--- src/rtl/serial_adder.sv ---
// serial_adder: bit-serial add / subtract / xnor / xor unit, LSB first.
//
// Operands are captured on start in IDLE, then one bit per cycle is
// processed for WIDTH cycles in RUN. Results are loaded into the output
// registers on the RUN->DONE edge and held until the next completion or
// reset. done pulses for the single DONE cycle.
//
// Ports:
//   clk    - clock, rising edge
//   rst    - synchronous active-high reset
//   start  - begin an operation (sampled only in IDLE)
//   mode   - 00 add, 01 subtract (a-b), 10 bitwise xnor, 11 bitwise xor
//   a, b   - operands, sampled with start
//   busy   - high while in RUN
//   done   - one-cycle pulse in DONE
//   sum    - result
//   cout   - carry out (subtract: 1 = no borrow); 0 for bitwise modes
//   ovf    - two's-complement signed overflow; 0 for bitwise modes
//   eq     - a == b, valid in every mode
module serial_adder #(
    parameter int unsigned WIDTH = 8
) (
    input  logic             clk,
    input  logic             rst,
    input  logic             start,
    input  logic [1:0]       mode,
    input  logic [WIDTH-1:0] a,
    input  logic [WIDTH-1:0] b,
    output logic             busy,
    output logic             done,
    output logic [WIDTH-1:0] sum,
    output logic             cout,
    output logic             ovf,
    output logic             eq
);

    localparam int unsigned CNT_W = (WIDTH > 2) ? $clog2(WIDTH) : 1;
    localparam logic [CNT_W-1:0] CNT_LAST = CNT_W'(WIDTH - 1);

    localparam logic [1:0] MODE_ADD  = 2'b00;
    localparam logic [1:0] MODE_SUB  = 2'b01;
    localparam logic [1:0] MODE_XNOR = 2'b10;

    typedef enum logic [1:0] {
        IDLE = 2'd0,
        RUN  = 2'd1,
        DONE = 2'd2
    } state_e;

    state_e           state_q, state_d;
    logic [WIDTH-1:0] a_sh_q, a_sh_d;
    logic [WIDTH-1:0] b_sh_q, b_sh_d;
    logic [WIDTH-1:0] res_sh_q, res_sh_d;
    logic [1:0]       mode_q, mode_d;
    logic             carry_q, carry_d;
    logic             eq_acc_q, eq_acc_d;
    logic [CNT_W-1:0] cnt_q, cnt_d;
    logic [WIDTH-1:0] sum_q, sum_d;
    logic             cout_q, cout_d;
    logic             ovf_q, ovf_d;
    logic             eq_q, eq_d;
    logic             busy_q, busy_d;
    logic             done_q, done_d;

    // Per-bit datapath for the current LSB of the operand shifters
    logic             bit_a;
    logic             bit_b;
    logic             bit_b_eff;
    logic             bit_arith;
    logic             bit_s;
    logic             bit_eq;
    logic             carry_nxt;
    logic [WIDTH-1:0] res_shifted;

    // One-bit full adder / logic slice
    always_comb begin
        bit_a       = a_sh_q[0];
        bit_b       = b_sh_q[0];
        bit_arith   = (mode_q == MODE_ADD) || (mode_q == MODE_SUB);
        // Subtract is a + ~b + 1: invert b here, the +1 is the carry seed
        bit_b_eff   = bit_b ^ (mode_q == MODE_SUB);
        bit_eq      = ~(bit_a ^ bit_b);
        bit_s       = 1'b0;
        carry_nxt   = 1'b0;
        if (bit_arith) begin
            bit_s     = bit_a ^ bit_b_eff ^ carry_q;
            carry_nxt = (bit_a & bit_b_eff) | (bit_a & carry_q) | (bit_b_eff & carry_q);
        end else if (mode_q == MODE_XNOR) begin
            bit_s = ~(bit_a ^ bit_b);
        end else begin
            bit_s = bit_a ^ bit_b;
        end
        // New bit enters at the MSB so bit 0 ends at the LSB after WIDTH shifts
        res_shifted = {bit_s, res_sh_q[WIDTH-1:1]};
    end

    // Next-state and register-update logic
    always_comb begin
        state_d  = state_q;
        a_sh_d   = a_sh_q;
        b_sh_d   = b_sh_q;
        res_sh_d = res_sh_q;
        mode_d   = mode_q;
        carry_d  = carry_q;
        eq_acc_d = eq_acc_q;
        cnt_d    = cnt_q;
        sum_d    = sum_q;
        cout_d   = cout_q;
        ovf_d    = ovf_q;
        eq_d     = eq_q;

        case (state_q)
            IDLE: begin
                if (start) begin
                    state_d  = RUN;
                    a_sh_d   = a;
                    b_sh_d   = b;
                    mode_d   = mode;
                    carry_d  = (mode == MODE_SUB);
                    eq_acc_d = 1'b1;
                    cnt_d    = '0;
                end
            end

            RUN: begin
                a_sh_d   = {1'b0, a_sh_q[WIDTH-1:1]};
                b_sh_d   = {1'b0, b_sh_q[WIDTH-1:1]};
                res_sh_d = res_shifted;
                carry_d  = carry_nxt;
                eq_acc_d = eq_acc_q & bit_eq;
                cnt_d    = cnt_q + CNT_W'(1);
                if (cnt_q == CNT_LAST) begin
                    // Last bit: results include this cycle's slice output
                    state_d = DONE;
                    cnt_d   = '0;
                    sum_d   = res_shifted;
                    eq_d    = eq_acc_q & bit_eq;
                    // carry_q here is the carry into the MSB
                    cout_d  = bit_arith ? carry_nxt : 1'b0;
                    ovf_d   = bit_arith ? (carry_q ^ carry_nxt) : 1'b0;
                end
            end

            DONE: begin
                state_d = IDLE;
            end

            default: begin
                state_d = IDLE;
            end
        endcase

        busy_d = (state_d == RUN);
        done_d = (state_d == DONE);
    end

    // State and datapath registers, synchronous reset
    always_ff @(posedge clk) begin
        if (rst) begin
            state_q  <= IDLE;
            a_sh_q   <= '0;
            b_sh_q   <= '0;
            res_sh_q <= '0;
            mode_q   <= '0;
            carry_q  <= 1'b0;
            eq_acc_q <= 1'b0;
            cnt_q    <= '0;
            sum_q    <= '0;
            cout_q   <= 1'b0;
            ovf_q    <= 1'b0;
            eq_q     <= 1'b0;
            busy_q   <= 1'b0;
            done_q   <= 1'b0;
        end else begin
            state_q  <= state_d;
            a_sh_q   <= a_sh_d;
            b_sh_q   <= b_sh_d;
            res_sh_q <= res_sh_d;
            mode_q   <= mode_d;
            carry_q  <= carry_d;
            eq_acc_q <= eq_acc_d;
            cnt_q    <= cnt_d;
            sum_q    <= sum_d;
            cout_q   <= cout_d;
            ovf_q    <= ovf_d;
            eq_q     <= eq_d;
            busy_q   <= busy_d;
            done_q   <= done_d;
        end
    end

    assign busy = busy_q;
    assign done = done_q;
    assign sum  = sum_q;
    assign cout = cout_q;
    assign ovf  = ovf_q;
    assign eq   = eq_q;

endmodule

--- config.mk ---
export PLATFORM = sky130hd
export DESIGN_NAME = serial_adder
export DESIGN_NICKNAME = d
export VERILOG_FILES = /design/src/rtl/serial_adder.sv
export SDC_FILE = /design/constraint.sdc
export NUM_CORES = 1
export LEC_CHECK = 0
export BUFFER_PORTS_ARGS = -buffer_cell sky130_fd_sc_hd__buf_2
export CORE_MARGIN = 1
export CORE_UTILIZATION = 30
export CTS_CLUSTER_DIAMETER = 100
export DETAILED_ROUTE_END_ITERATION = 7
export PLACE_DENSITY = 0.46
export SLEW_MARGIN = 10
export SYNTH_ARGS = -nofsm -noshare
export SYNTH_HDL_FRONTEND = slang
export SYNTH_SLANG_ARGS = --single-unit
--- constraint.sdc ---
create_clock -name clk -period 3.1 [get_ports clk]
set_input_delay 0.155 -clock clk [delete_from_list [all_inputs] [get_ports clk]]
set_output_delay 0.155 -clock clk [all_outputs]
set_load 0.05 [all_outputs]
======== Word level (Yosys, flattened, before mapping) ========
Cells that the tools add are included.
operators by class
  add/subtract/negate cells ............... 1
  equality and inequality tests ........... 8
  muxes and demuxes ....................... 19
  bitwise operators ....................... 12
  reductions and logical operators ........ 7
operator list
  kind                                                                   number
  8-bit one-hot mux with 2 select lines                                  2
  8-bit two-way mux                                                      2
  2-bit by 1-bit equality test with 1-bit output, second input constant  4
  1-bit two-way mux                                                      7
  3-bit two-way mux                                                      2
  3-bit one-hot mux with 2 select lines                                  1
  2-bit AND reduction                                                    3
  1-bit XOR                                                              5
  1-bit bitwise AND                                                      4
  2-bit equality test, second input constant                             2
  2-bit zero test                                                        2
  2-bit two-way mux                                                      2
  1-bit one-hot mux with 2 select lines                                  2
  2-bit one-hot mux with 2 select lines                                  1
  3-bit by 1-bit adder with 3-bit output, second input constant          1
  3-bit equality test, second input constant                             1
  2-bit inequality test, second input constant                           1
  1-bit bitwise OR                                                       2
  2-bit nonzero test                                                     1
  1-bit logical OR                                                       1
  1-bit NOT                                                              1
storage, ports and cells
  register bits after elaboration ......... 46
  input bits .............................. 21
  output and inout bits ................... 13
  word-level logic and storage cells ...... 61

======== Depth between registers and ports, before layout ========
  word-level depth ........................ 8
  depth in mapped cells ................... 6
  gate-level depth less buffers ........... 6

======== Worst setup path before layout ========
OpenSTA, ideal clock, no wires.
  path type ............................... register to register
  start point ............................. register mode_q[1]
  end point ............................... register ovf_q (netlist: ovf)
  data arrival time ....................... 1538 ps
  required time ........................... 3030 ps
  slack ................................... 1491 ps
  cell stages (with the launch flop) ...... 7
  buffers on the path ..................... 0
  period minus slack after synthesis ...... 1609 ps
  cells stage by stage .................... dfxtp_1 nand2b_1 xnor2_1 fa_1 xnor2_1 or3_1 a21oi_1
between the ends
  word-level cells in the longest chain between the ends .. 8
  elaborated cells on any way between the ends .. 11
  classes of those cells .................. eq/ne: 1; mux: 2; bitwise: 6; reduce/logical: 2
RTL lines
  what                                            RTL line  RTL
  from (decl)                                     54        logic [1:0] mode_q, mode_d;
  from (signal assigned)                          179       mode_q <= mode_d;
  2-bit by 1-bit equality test with 1-bit output  79, 81
  1-bit XOR                                       81        bit_b_eff = bit_b ^ (mode_q == MODE_SUB);
  1-bit bitwise AND                               87        carry_nxt = (bit_a & bit_b_eff) | (bit_a & carry_q) | (bit_b_eff & carry_q);
  1-bit bitwise OR (2 in a row)                   87
  1-bit two-way mux                               85        if (bit_arith) begin
  1-bit XOR                                       140       ovf_d = bit_arith ? (carry_q ^ carry_nxt) : 1'b0;
  1-bit two-way mux (*)                           140
  to (signal assigned)                            185       ovf_q <= ovf_d;
  to (decl)                                       60        logic ovf_q, ovf_d;
Mark *: on every way between the ends. The rest lies on a longest branch, timed or not.
A chain may end at the register's enable or synchronous reset.

======== Worst setup path after layout ========
  start point ............................. register state_q[1]
  end point ............................... register a_sh_q[3]
between the ends
  word-level cells in the longest chain between the ends .. 3
  elaborated cells on any way between the ends .. 6
  classes of those cells .................. eq/ne: 2; mux: 1; reduce/logical: 3
RTL lines
  what                                                                                      RTL line  RTL
  from (decl)                                                                               50        state_e state_q, state_d;
  from (signal assigned)                                                                    175       state_q <= state_d;
  2-bit by 1-bit equality test with 1-bit output / 2-bit zero test (equally long branches)  112       case (state_q)
  2-bit nonzero test (no source line) / 2-bit inequality test (equally long branches)       --
  2-bit AND reduction (no source line)                                                      --
  to (signal assigned)                                                                      176       a_sh_q <= a_sh_d;
  to (decl)                                                                                 51        logic [WIDTH-1:0] a_sh_q, a_sh_d;
Several ways; a longest one is shown, not always the timed one.

==> qor.yml <==
outcome:
  status: "finished clean"
timing:
  fin_crit_ns: 1.95
  timing.fmax_ghz: 0.512
  setup_tns_ns: 0
  slew_violations: 0
  finalWorstSetupSlack_ns: 1.15
  period_share_pct: 63.0
  setup_violations: 0
  worst_slew_pin_slew_ns: 1.03
  final-hold-violation-count: 0
  rsz0062_at_grt: "no"
  final.setup_skew_ns: 0.00586
  slew_headroom_pct: 31.5
detailed_routing:
  via_per_inst: 4.59
  antenna_left: 0
  postRouteWirelength_um: 3850
  drc: 0
  routedWlPerCell_um: 12.7
  drt_first_iter_violations: 61
  drt-pass1-iter-count: 4
  vias: 1395
finish:
  final_cell_mix: "45 x dfxtp_1, 33 x buf_2, 32 x nand2_1, 25 x nor2_1"
  drive_gt1_share_pct: 26.6
  final_common_cell: "dfxtp_1"
  syn2layout_area_growth_pct: 15.2
  fin_nets: 252
  fin_cells: 304
  diodes: 0
clock_tree:
  cts_hold_buf: 0
  cts_resized: 0
  ctsHtreeMaxLevel: 2
  post_cts_buffers: 0
  clkLatencyLatePin_ns: 0.29
  cts-root-buf: "clkbuf_8"
  path_clk_slew_ns: 0.08
  cts_buffer_depth: 2
  cts.sinks: 45
  cts_tree: "done"
  cts-buffers-inserted: 5
flow_run:
  drv_cap: 0
yosys:
  synthArstFlopShare_pct: 0
  synth_edf_count: 0
  synth_top_cell_by_area: "dfxtp_1"
  synth-seq-cells: 45
  synth_cell_types: 31
  synth-seq-area-share_pct: 46.3
  synthMuxAreaShare_pct: 9.26
  synth_top_family_by_area: "compound AO/OA/AOI/OAI gates"
  synth_compound_area_share_pct: 17.5
  netlist_instances: 199
  synth_top_area_share_pct: 46.3
  syn-num-nets: 223
  synth-simple-area-share_pct: 17.4
  synth_flop_cell: "dfxtp_1"
  avgSynthCellArea_sq_um: 9.78
  ys_warn_count: 0
  synth-adder-area-share_pct: 2.32
  synth_area_sq_um: 1950
  synth.area.top_cells: "dfxtp_1 46%, mux2i_1 9.3%, a211oi_2 9.0%"
  synth_xor_area_share_pct: 1.74
power_and_ir_drop:
  combPwrFrac_pct: 10.7
  p_switching_uw: 284
  clockPowerShare_pct: 37.7
  ir_worst_vdd_mv: 0.174
  power_density_nw_per_um2: 539
  p_seq_share_pct: 51.6
  cell_internal_pwr_uw: 924
  p_sw_share_pct: 23.5
  power.static_leakage_nw: 0.930
die:
  die_h_um: 82.5
  initial_utilization_pct: 31.9
  dieArea_sq_um: 6810
  num_io_pins: 34
  core-area_sq_um: 6100
  rows: 28
  die_w_um: 82.5
setup_path:
  crit_path_start_kind: "register"
  critPathCaptureType: "register"
  critPathRequiredTime_ns: 3.32
  arrival_ns: 2.17
  crit_type: "register to register"
  critPathMaxFanout: 24
place:
  dp.cells: 296
  pre_cts_ws_ns: 1.14
  portBuffers: 33
  gp_congestion: 0.659
  dp_hpwl_um: 2640
global_route:
  grt_antenna_before_repair: 0
  grt_max_degree: 35
  grt_pass1_vias: 1365
  grt_overflow: 0
  grt_pass1_wl_um: 6330
  track_usage_pct: 12.5
hold_path:
  hp-class: "input pin to register"
==> per-stage QoR <==
stage	util, %	area (sq um)	hold slack (ns)	power [mW]
2_1_floorplan	-	1950	0.302	0.741
3_3_place_gp	34.9	2120	0.415	0.769
3_5_place_dp	34.9	2120	0.417	0.769
4_1_cts	36.8	2240	0.105	1.23
5_1_grt	36.8	2240	0.125	1.26
6_report	36.8	2240	0.113	1.21
==> layout make-up <==
type / count / area, sq um
clock buffer: 7 / 86.3
clock inverter: 1 / 30.0
fill: 689 / 3850
inverter: 1 / 3.75
multi-input combinational: 139 / 938
sequential: 45 / 901
tap: 75 / 93.8
timing repair buffer: 36 / 188
==> cells by family after synthesis <==
| kind of cell | after synthesis |
|---|---|
| and+or+nand+nor | 73 |
| DFF | 45 |
| AOI/OAI and AO/OA | 42 |
| muxes | 18 |
| buffers and inverters | 15 |
| xor gates and xnor gates | 3 |
| adders and majority gates | 3 |
==> worst max-delay path, stage by stage, from the launching register on <==
cell and delay, ns:
dfxtp_1 0.50, nand2b_1 0.84, buf_4 0.30, nor2_1 0.06, a211oi_2 0.17
==> power by group through the flow <==
stage / Combinational (mW) / Clock [mW] / Sequential [mW]
floorplan: 0.106 / 0 / 0.635
global placement: 0.131 / 0 / 0.638
detailed placement: 0.132 / 0 / 0.637
CTS: 0.133 / 0.476 / 0.624
global route: 0.144 / 0.492 / 0.627
finish: 0.129 / 0.456 / 0.623
==> cell usage after synthesis, types with 2 or more instances <==
| library cell | n |
|---|---|
| dfxtp_1 | 45 |
| nand2_1 | 32 |
| nor2_1 | 25 |
| a21oi_1 | 18 |
| mux2i_1 | 18 |
| a211oi_2 | 14 |
| a22oi_1 | 6 |
| clkbuf_1 | 4 |
| buf_2 | 3 |
| buf_6 | 3 |
| nand2b_1 | 3 |
| nand3b_1 | 3 |
| buf_4 | 2 |
| ha_1 | 2 |
| nor2b_1 | 2 |
| nor3_1 | 2 |
| o41ai_1 | 2 |
| xnor2_1 | 2 |
==> per-layer routing <==
metal | vias to the layer above | wire (um) | share of wire [%] | track usage [%]
met4 | 0 | 25 | 0.65 | 4.14
met3 | 2 | 160 | 4.2 | 3.74
met1 | 625 | 2050 | 53 | 16.6
met5 | - | 0 | 0 | 0
li1 | 742 | - | - | -
met2 | 26 | 1620 | 42 | 19.3
==> path summary, 6_finish.rpt <==
path         startpoint        end  slack [ns]  cells after the start
min             mode[1]  mode_q[1]        0.11                      3
max          state_q[1]  a_sh_q[3]        1.15                      4
min reg2reg         ovf        ovf        0.45                      2
max reg2reg  state_q[1]  a_sh_q[3]        1.15                      4
==> registers in the layout (all words and copies together), names as in the netlist <==
name and flops:
a_sh_q 8, b_sh_q 8, sum 8, res_sh_q 7, cnt_q 3, mode_q 2
state_q 2, busy 1, carry_q 1, cout 1, done 1, eq 1
eq_acc_q 1, ovf 1
Note: power is estimated with default switching activity, not from simulation.
